<file path="src/rtl/alu_pkg.sv">
// Shared mode codes, widths and sequencer states for the nibble-serial ALU.
package alu_pkg;

   localparam int unsigned MODE_W   = 4;
   localparam int unsigned NIBBLE_W = 4;

   localparam logic [MODE_W-1:0] ADD = 4'd0;
   localparam logic [MODE_W-1:0] SUB = 4'd1;
   localparam logic [MODE_W-1:0] AND = 4'd2;
   localparam logic [MODE_W-1:0] OR  = 4'd3;
   localparam logic [MODE_W-1:0] XOR = 4'd4;
   localparam logic [MODE_W-1:0] NOT = 4'd5;
   localparam logic [MODE_W-1:0] SHL = 4'd6;
   localparam logic [MODE_W-1:0] SHR = 4'd7;

   typedef enum logic [1:0] {IDLE, EXEC, DONE} state_e;

endpackage

</file>
<file path="src/rtl/alu_nibble_seq_alu4.sv">
// 4-bit adder slice with carry in/out; one nibble of the serial add/sub datapath.
module ALU4 (
   input  logic [3:0] A,
   input  logic [3:0] B,
   input  logic       cin,
   output logic [3:0] X,
   output logic       cout
);

   assign {cout, X} = {1'b0, A} + {1'b0, B} + {4'b0000, cin};

endmodule

</file>
<file path="src/rtl/alu_nibble_seq.sv">
// Multi-cycle W-bit ALU: operands are processed one nibble per cycle, LSB first,
// with the result and flags presented on a valid/ready handshake.
module alu_nibble_seq
   import alu_pkg::*;
#(
   parameter int unsigned NIBBLES = 4,
   localparam int unsigned W = NIBBLE_W * NIBBLES
) (
   input  logic              clk,
   input  logic              rst,
   input  logic              in_valid,
   output logic              in_ready,
   input  logic [MODE_W-1:0] mode,
   input  logic [W-1:0]      a,
   input  logic [W-1:0]      b,
   output logic              out_valid,
   input  logic              out_ready,
   output logic [W-1:0]      x,
   output logic              cout,
   output logic              zero,
   output logic              ovf,
   output logic              err
);

   localparam int unsigned CNT_W = (NIBBLES > 1) ? $clog2(NIBBLES) : 1;

   state_e              state_q, state_d;
   logic [MODE_W-1:0]   mode_q, mode_d;
   logic [W-1:0]        a_q, a_d, b_q, b_d, x_q, x_d;
   logic [CNT_W-1:0]    cnt_q, cnt_d;
   logic                carry_q, carry_d;
   logic                cout_q, cout_d, zero_q, zero_d, ovf_q, ovf_d, err_q, err_d;

   int unsigned         off;
   logic [W-1:0]        lres;
   logic [NIBBLE_W-1:0] a_nib, b_nib, sum_nib, res_nib;
   logic                slice_cout, is_arith;

   always_comb begin
      off      = 32'(cnt_q) * NIBBLE_W;
      is_arith = (mode_q == ADD) || (mode_q == SUB);
      a_nib    = a_q[off +: NIBBLE_W];
      b_nib    = (mode_q == SUB) ? ~b_q[off +: NIBBLE_W] : b_q[off +: NIBBLE_W];
      // Full-width candidates; only the current nibble is taken each cycle
      unique case (mode_q)
         AND:     lres = a_q & b_q;
         OR:      lres = a_q | b_q;
         XOR:     lres = a_q ^ b_q;
         NOT:     lres = ~a_q;
         SHL:     lres = {a_q[W-2:0], 1'b0};
         SHR:     lres = {1'b0, a_q[W-1:1]};
         default: lres = '0;
      endcase
      res_nib = is_arith ? sum_nib : lres[off +: NIBBLE_W];
   end

   ALU4 u_alu4 (
      .A    (a_nib),
      .B    (b_nib),
      .cin  (carry_q),
      .X    (sum_nib),
      .cout (slice_cout)
   );

   always_comb begin
      state_d = state_q;
      mode_d  = mode_q;
      a_d     = a_q;
      b_d     = b_q;
      x_d     = x_q;
      cnt_d   = cnt_q;
      carry_d = carry_q;
      cout_d  = cout_q;
      zero_d  = zero_q;
      ovf_d   = ovf_q;
      err_d   = err_q;
      unique case (state_q)
         IDLE: begin
            if (in_valid) begin
               a_d     = a;
               b_d     = b;
               mode_d  = mode;
               x_d     = '0;
               cnt_d   = '0;
               carry_d = (mode == SUB);
               cout_d  = 1'b0;
               zero_d  = 1'b0;
               ovf_d   = 1'b0;
               err_d   = 1'b0;
               state_d = EXEC;
            end
         end
         EXEC: begin
            // Undefined modes spend a single cycle here so err appears one cycle after accept
            if (mode_q > SHR) begin
               err_d   = 1'b1;
               zero_d  = 1'b1;
               state_d = DONE;
            end else begin
               x_d[off +: NIBBLE_W] = res_nib;
               carry_d              = slice_cout;
               cnt_d                = cnt_q + 1'b1;
               if (cnt_q == CNT_W'(NIBBLES - 1)) begin
                  cnt_d   = '0;
                  state_d = DONE;
                  zero_d  = (x_d == '0);
                  unique case (mode_q)
                     ADD: begin
                        cout_d = slice_cout;
                        ovf_d  = (a_q[W-1] == b_q[W-1]) && (x_d[W-1] != a_q[W-1]);
                     end
                     SUB: begin
                        cout_d = slice_cout;
                        ovf_d  = (a_q[W-1] != b_q[W-1]) && (x_d[W-1] != a_q[W-1]);
                     end
                     SHL:     cout_d = a_q[W-1];
                     SHR:     cout_d = a_q[0];
                     default: cout_d = 1'b0;
                  endcase
               end
            end
         end
         DONE: begin
            if (out_ready) state_d = IDLE;
         end
         default: state_d = IDLE;
      endcase
   end

   always_ff @(posedge clk or posedge rst) begin
      if (rst) begin
         state_q <= IDLE;
         mode_q  <= '0;
         a_q     <= '0;
         b_q     <= '0;
         x_q     <= '0;
         cnt_q   <= '0;
         carry_q <= 1'b0;
         cout_q  <= 1'b0;
         zero_q  <= 1'b0;
         ovf_q   <= 1'b0;
         err_q   <= 1'b0;
      end else begin
         state_q <= state_d;
         mode_q  <= mode_d;
         a_q     <= a_d;
         b_q     <= b_d;
         x_q     <= x_d;
         cnt_q   <= cnt_d;
         carry_q <= carry_d;
         cout_q  <= cout_d;
         zero_q  <= zero_d;
         ovf_q   <= ovf_d;
         err_q   <= err_d;
      end
   end

   assign in_ready  = (state_q == IDLE);
   assign out_valid = (state_q == DONE);
   assign x         = x_q;
   assign cout      = cout_q;
   assign zero      = zero_q;
   assign ovf       = ovf_q;
   assign err       = err_q;

endmodule

</file>
<file path="config.mk">
export PLATFORM = sky130hd
export DESIGN_NAME = alu_nibble_seq
export DESIGN_NICKNAME = d
export VERILOG_FILES = /design/src/rtl/alu_pkg.sv /design/src/rtl/alu_nibble_seq_alu4.sv /design/src/rtl/alu_nibble_seq.sv
export SDC_FILE = /design/constraint.sdc
export NUM_CORES = 1
export LEC_CHECK = 0
export CAP_MARGIN = 25
export CORE_MARGIN = 5
export CORE_UTILIZATION = 30
export DETAILED_ROUTE_END_ITERATION = 10
export GPL_TIMING_DRIVEN = 0
export MAX_ROUTING_LAYER = met4
export SETUP_SLACK_MARGIN = 0.05
export SYNTH_ARGS = -nofsm -noshare
export SYNTH_HDL_FRONTEND = slang
export SYNTH_SLANG_ARGS = --single-unit
export TNS_END_PERCENT = 5
</file>
<file path="constraint.sdc">
create_clock -name clk -period 4.51 [get_ports clk]
set_input_delay 0.6765 -clock clk [delete_from_list [all_inputs] [get_ports clk]]
set_output_delay 0.6765 -clock clk [all_outputs]
set_load 0.02 [all_outputs]
</file>
==> metrics.cfg <==
[outcome]
status=completed

[global_route]
grt_pass1_wl_mm=25.76
antenna_found_initial=0
globalRouteOverflowTotal=0
grt_max_degree=39
grtUsageTotal=0.1975
first_global_vias=4201

[yosys]
synth_fp_nets=587
yosysUniqueCellTypes=64
yosys_warnings=0
syn_area_mm2=0.004466
yosysSeqAreaShare=0.3418
synth_edf_count=0
async_flop_share=1.000
syn_area_per_cell_um2=8.843
ys.flop_type=dfrtp_1
synth_seq_cells=61
synth_cells=505

[route]
vias=4208
ant_nets=0
vias_per_cell=5.486
drc_errors=0
drt_iter0_markers=317
wire_per_inst_um=21.78
wl_mm=16.70
dr.pass1.iters=4

[cts]
clockBufferDepth=2
htree_num_levels=3
cts_hold_buf=0
cts.clk_slew.worst_paths_ns=0.06
clk_latency_ns=0.35
cts_buffers=9
cts_tree=yes
root_buffer=clkbuf_16
clock_sinks=61

[place]
placedInstanceArea_mm2=0.005334
place_ws_ns=-0.2400
hpwlAfterDp_mm=12.56
io_buffers=61
place.gp.congestion=0.9750

[timing]
setup_slack_ns=0.4435
post-route-period-util=0.9017
maxSlewViolCount=0
tightest_slew_ns=0.8962
finalCriticalPeriod_ns=4.066
rsz0062_at_grt=no
max_clock_freq_mhz=245.9
worst_clock_skew_ns=0.005367
fin_tns_setup_ns=0
relSlewSlack=0.4017
hold_viol=0
setup_viol=0

[finish]
drive_gt1_frac=0.08919
multi_input_area_mm2=0.002626
area_growth_pct=26.84
regArea_mm2=0.001526
layout.nets=660
antenna_cells=0
fin_area_mm2=0.005664
nFillCells=1465

[floorplan]
core_mm2=0.01459
rows=44
dieArea_mm2=0.01743
die_h_um=132.0
ios=62
dieWidth_um=132.0
start_util=0.3061

[worst_setup_path]
cp.arrival_ns=4.31
cp-start-kind=flip-flop
crit_required_ns=4.76
crit_path_top_delay_cell=mux4_2
cp_max_fo=10
r2r_slack_ns=0.44
end_kind=flip-flop
path_cells=clkbuf_2, clkbuf_2, mux4_2, xnor2_1, fa_1, fa_1, xor2_1, nor3_1, a211oi_2, o211ai_1, o31ai_1
crit_path_max_incr_delay_ns=0.56
crit_type=flip-flop to flip-flop

[min_path]
hp-class=flip-flop to flip-flop

[pwr]
vdd_drop_max_v=0.0003107
total_power_mw=4.556
p_leak_nw=2.454
powerDensity_mw_per_mm2=804.4

[job]
cap_violations=0

flip-flops by register name, indices dropped and copies added (netlist names):
name / cells
err: 1
zero: 1
state_q: 2
cnt_q: 2
mode_q: 4
b_q: 16
a_q: 16
carry_q: 1
ovf: 1
x: 16
cout: 1
placed cells by master, fill, tap and decap left out, types with 3 or more instances in the layout:
cell type        Yosys  routed
a211oi_1             8       8
a21oi_1             22      22
a221oi_1             3       3
a22o_1               9       9
a31oi_1              3       3
and3_1               4       4
buf_1                3       3
buf_2               10      10
clkbuf_1            14      12
clkbuf_16            0       9
clkbuf_2             0       3
clkdlybuf4s50_1      0      61
dfrtp_1             61      61
ha_1                40      40
inv_1               46      45
mux2_2               3       3
mux2i_1             17      17
mux4_2               9       9
nand2_1             65      65
nand2b_1            10      10
nand3_1              6       6
nor2_1              24      24
nor2b_1              3       3
nor3_1               9       9
nor4_1               5       5
nor4b_1              3       3
o211ai_1             6       6
o21ai_0             59      59
o221ai_1             3       3
o22ai_1              7       7
xnor2_1              5       5
critical path, delay by kind of cell, from the launching register on:
| kind | cells | cell delay [ns] |
|---|---|---|
| fa+ha+maj | 2 | 0.87 |
| flops | 1 | 0.45 |
| simple gates | 1 | 0.09 |
| compound gates | 3 | 0.92 |
| mux | 1 | 0.56 |
| buf+inv | 2 | 0.74 |
| xor+xnor | 2 | 0.31 |
routing by layer:
metal	wire length (µm)	track usage	part of all wire
met4	391	0.07543	0.023
met3	758	0.03130	0.045
met1	7590	0.2513	0.45
met5	0	-	0
met2	7961	0.3164	0.48
cell type report:
type	instances	area share
clock buffers	12	0.04528
clock inverters	4	0.01237
flip-flops and latches	61	0.2695
repair buffers	62	0.1127
inverters	48	0.03181
plain buffers	29	0.02408
multi-input cells	367	0.4637
well taps	184	0.04065
power by group:
part / leakage [nW] / total, mW / internal (mW) / switching, mW
clock network: 0.163 / 0.778 / 0.512 / 0.266
logic: 1.51 / 2.75 / 1.04 / 1.71
registers: 0.783 / 1.03 / 0.751 / 0.276
total: 2.45 / 4.56 / 2.31 / 2.25
Yosys cell counts (4+ instances only):
cell type | number | area share
a21oi_1 | 22 | 0.025
nor3_1 | 9 | 0.010
nand3_1 | 6 | 0.0067
a211oi_1 | 8 | 0.013
nand2b_1 | 10 | 0.014
a22o_1 | 9 | 0.018
mux4_2 | 9 | 0.045
o211ai_1 | 6 | 0.010
ha_1 | 40 | 0.11
and3_1 | 4 | 0.0056
xnor2_1 | 5 | 0.0098
nor4_1 | 5 | 0.0070
inv_1 | 46 | 0.039
clkbuf_1 | 14 | 0.012
dfrtp_1 | 61 | 0.34
nor2_1 | 24 | 0.020
o21ai_0 | 59 | 0.066
mux2i_1 | 17 | 0.038
o22ai_1 | 7 | 0.0098
nand2_1 | 65 | 0.055
buf_2 | 10 | 0.011
worst paths after layout:
path / from / end / depth (start not counted)
setup / recovery: cnt_q[0] / zero / 11
hold reg to reg: err / err / 2
max in group asynchronous: rst / b_q[12] / 3
setup reg to reg: cnt_q[0] / zero / 11
hold / removal: err / err / 2
min in group asynchronous: rst / err / 2
through the flow:
| step | utilization | std cells | hold WS [ns] |
|---|---|---|---|
| 5_1_grt | 0.3883 | 767 | 0.5317 |
| 3_5_place_dp | 0.3656 | 751 | 0.4920 |
| 4_1_cts | 0.3882 | 767 | 0.5040 |
| 3_3_place_gp | 0.3637 | 750 | 0.4759 |
| 6_report | 0.3883 | 767 | 0.4856 |
| 2_1_floorplan | - | 505 | 0.5455 |
what timing repair did:
action	4_1_cts	5_1_grt
gates resized for setup	2	2
pin swaps	0	0
setup buffers	0	0
setup endpoints to repair	14	1
cells by family (layout without fill, tap and decap cells):
logic type | count (synthesis) | in the layout | share of synthesized area
buffers and inverters | 77 | 155 | 0.07005
adders and majority gates | 42 | 42 | 0.1210
xor gates and xnor gates | 7 | 7 | 0.01373
AOI/OAI and AO/OA | 145 | 145 | 0.2082
muxes | 29 | 29 | 0.09106
DFF | 61 | 61 | 0.3418
and+or+nand+nor | 144 | 144 | 0.1541
Note: power is estimated with default switching activity, not from simulation.
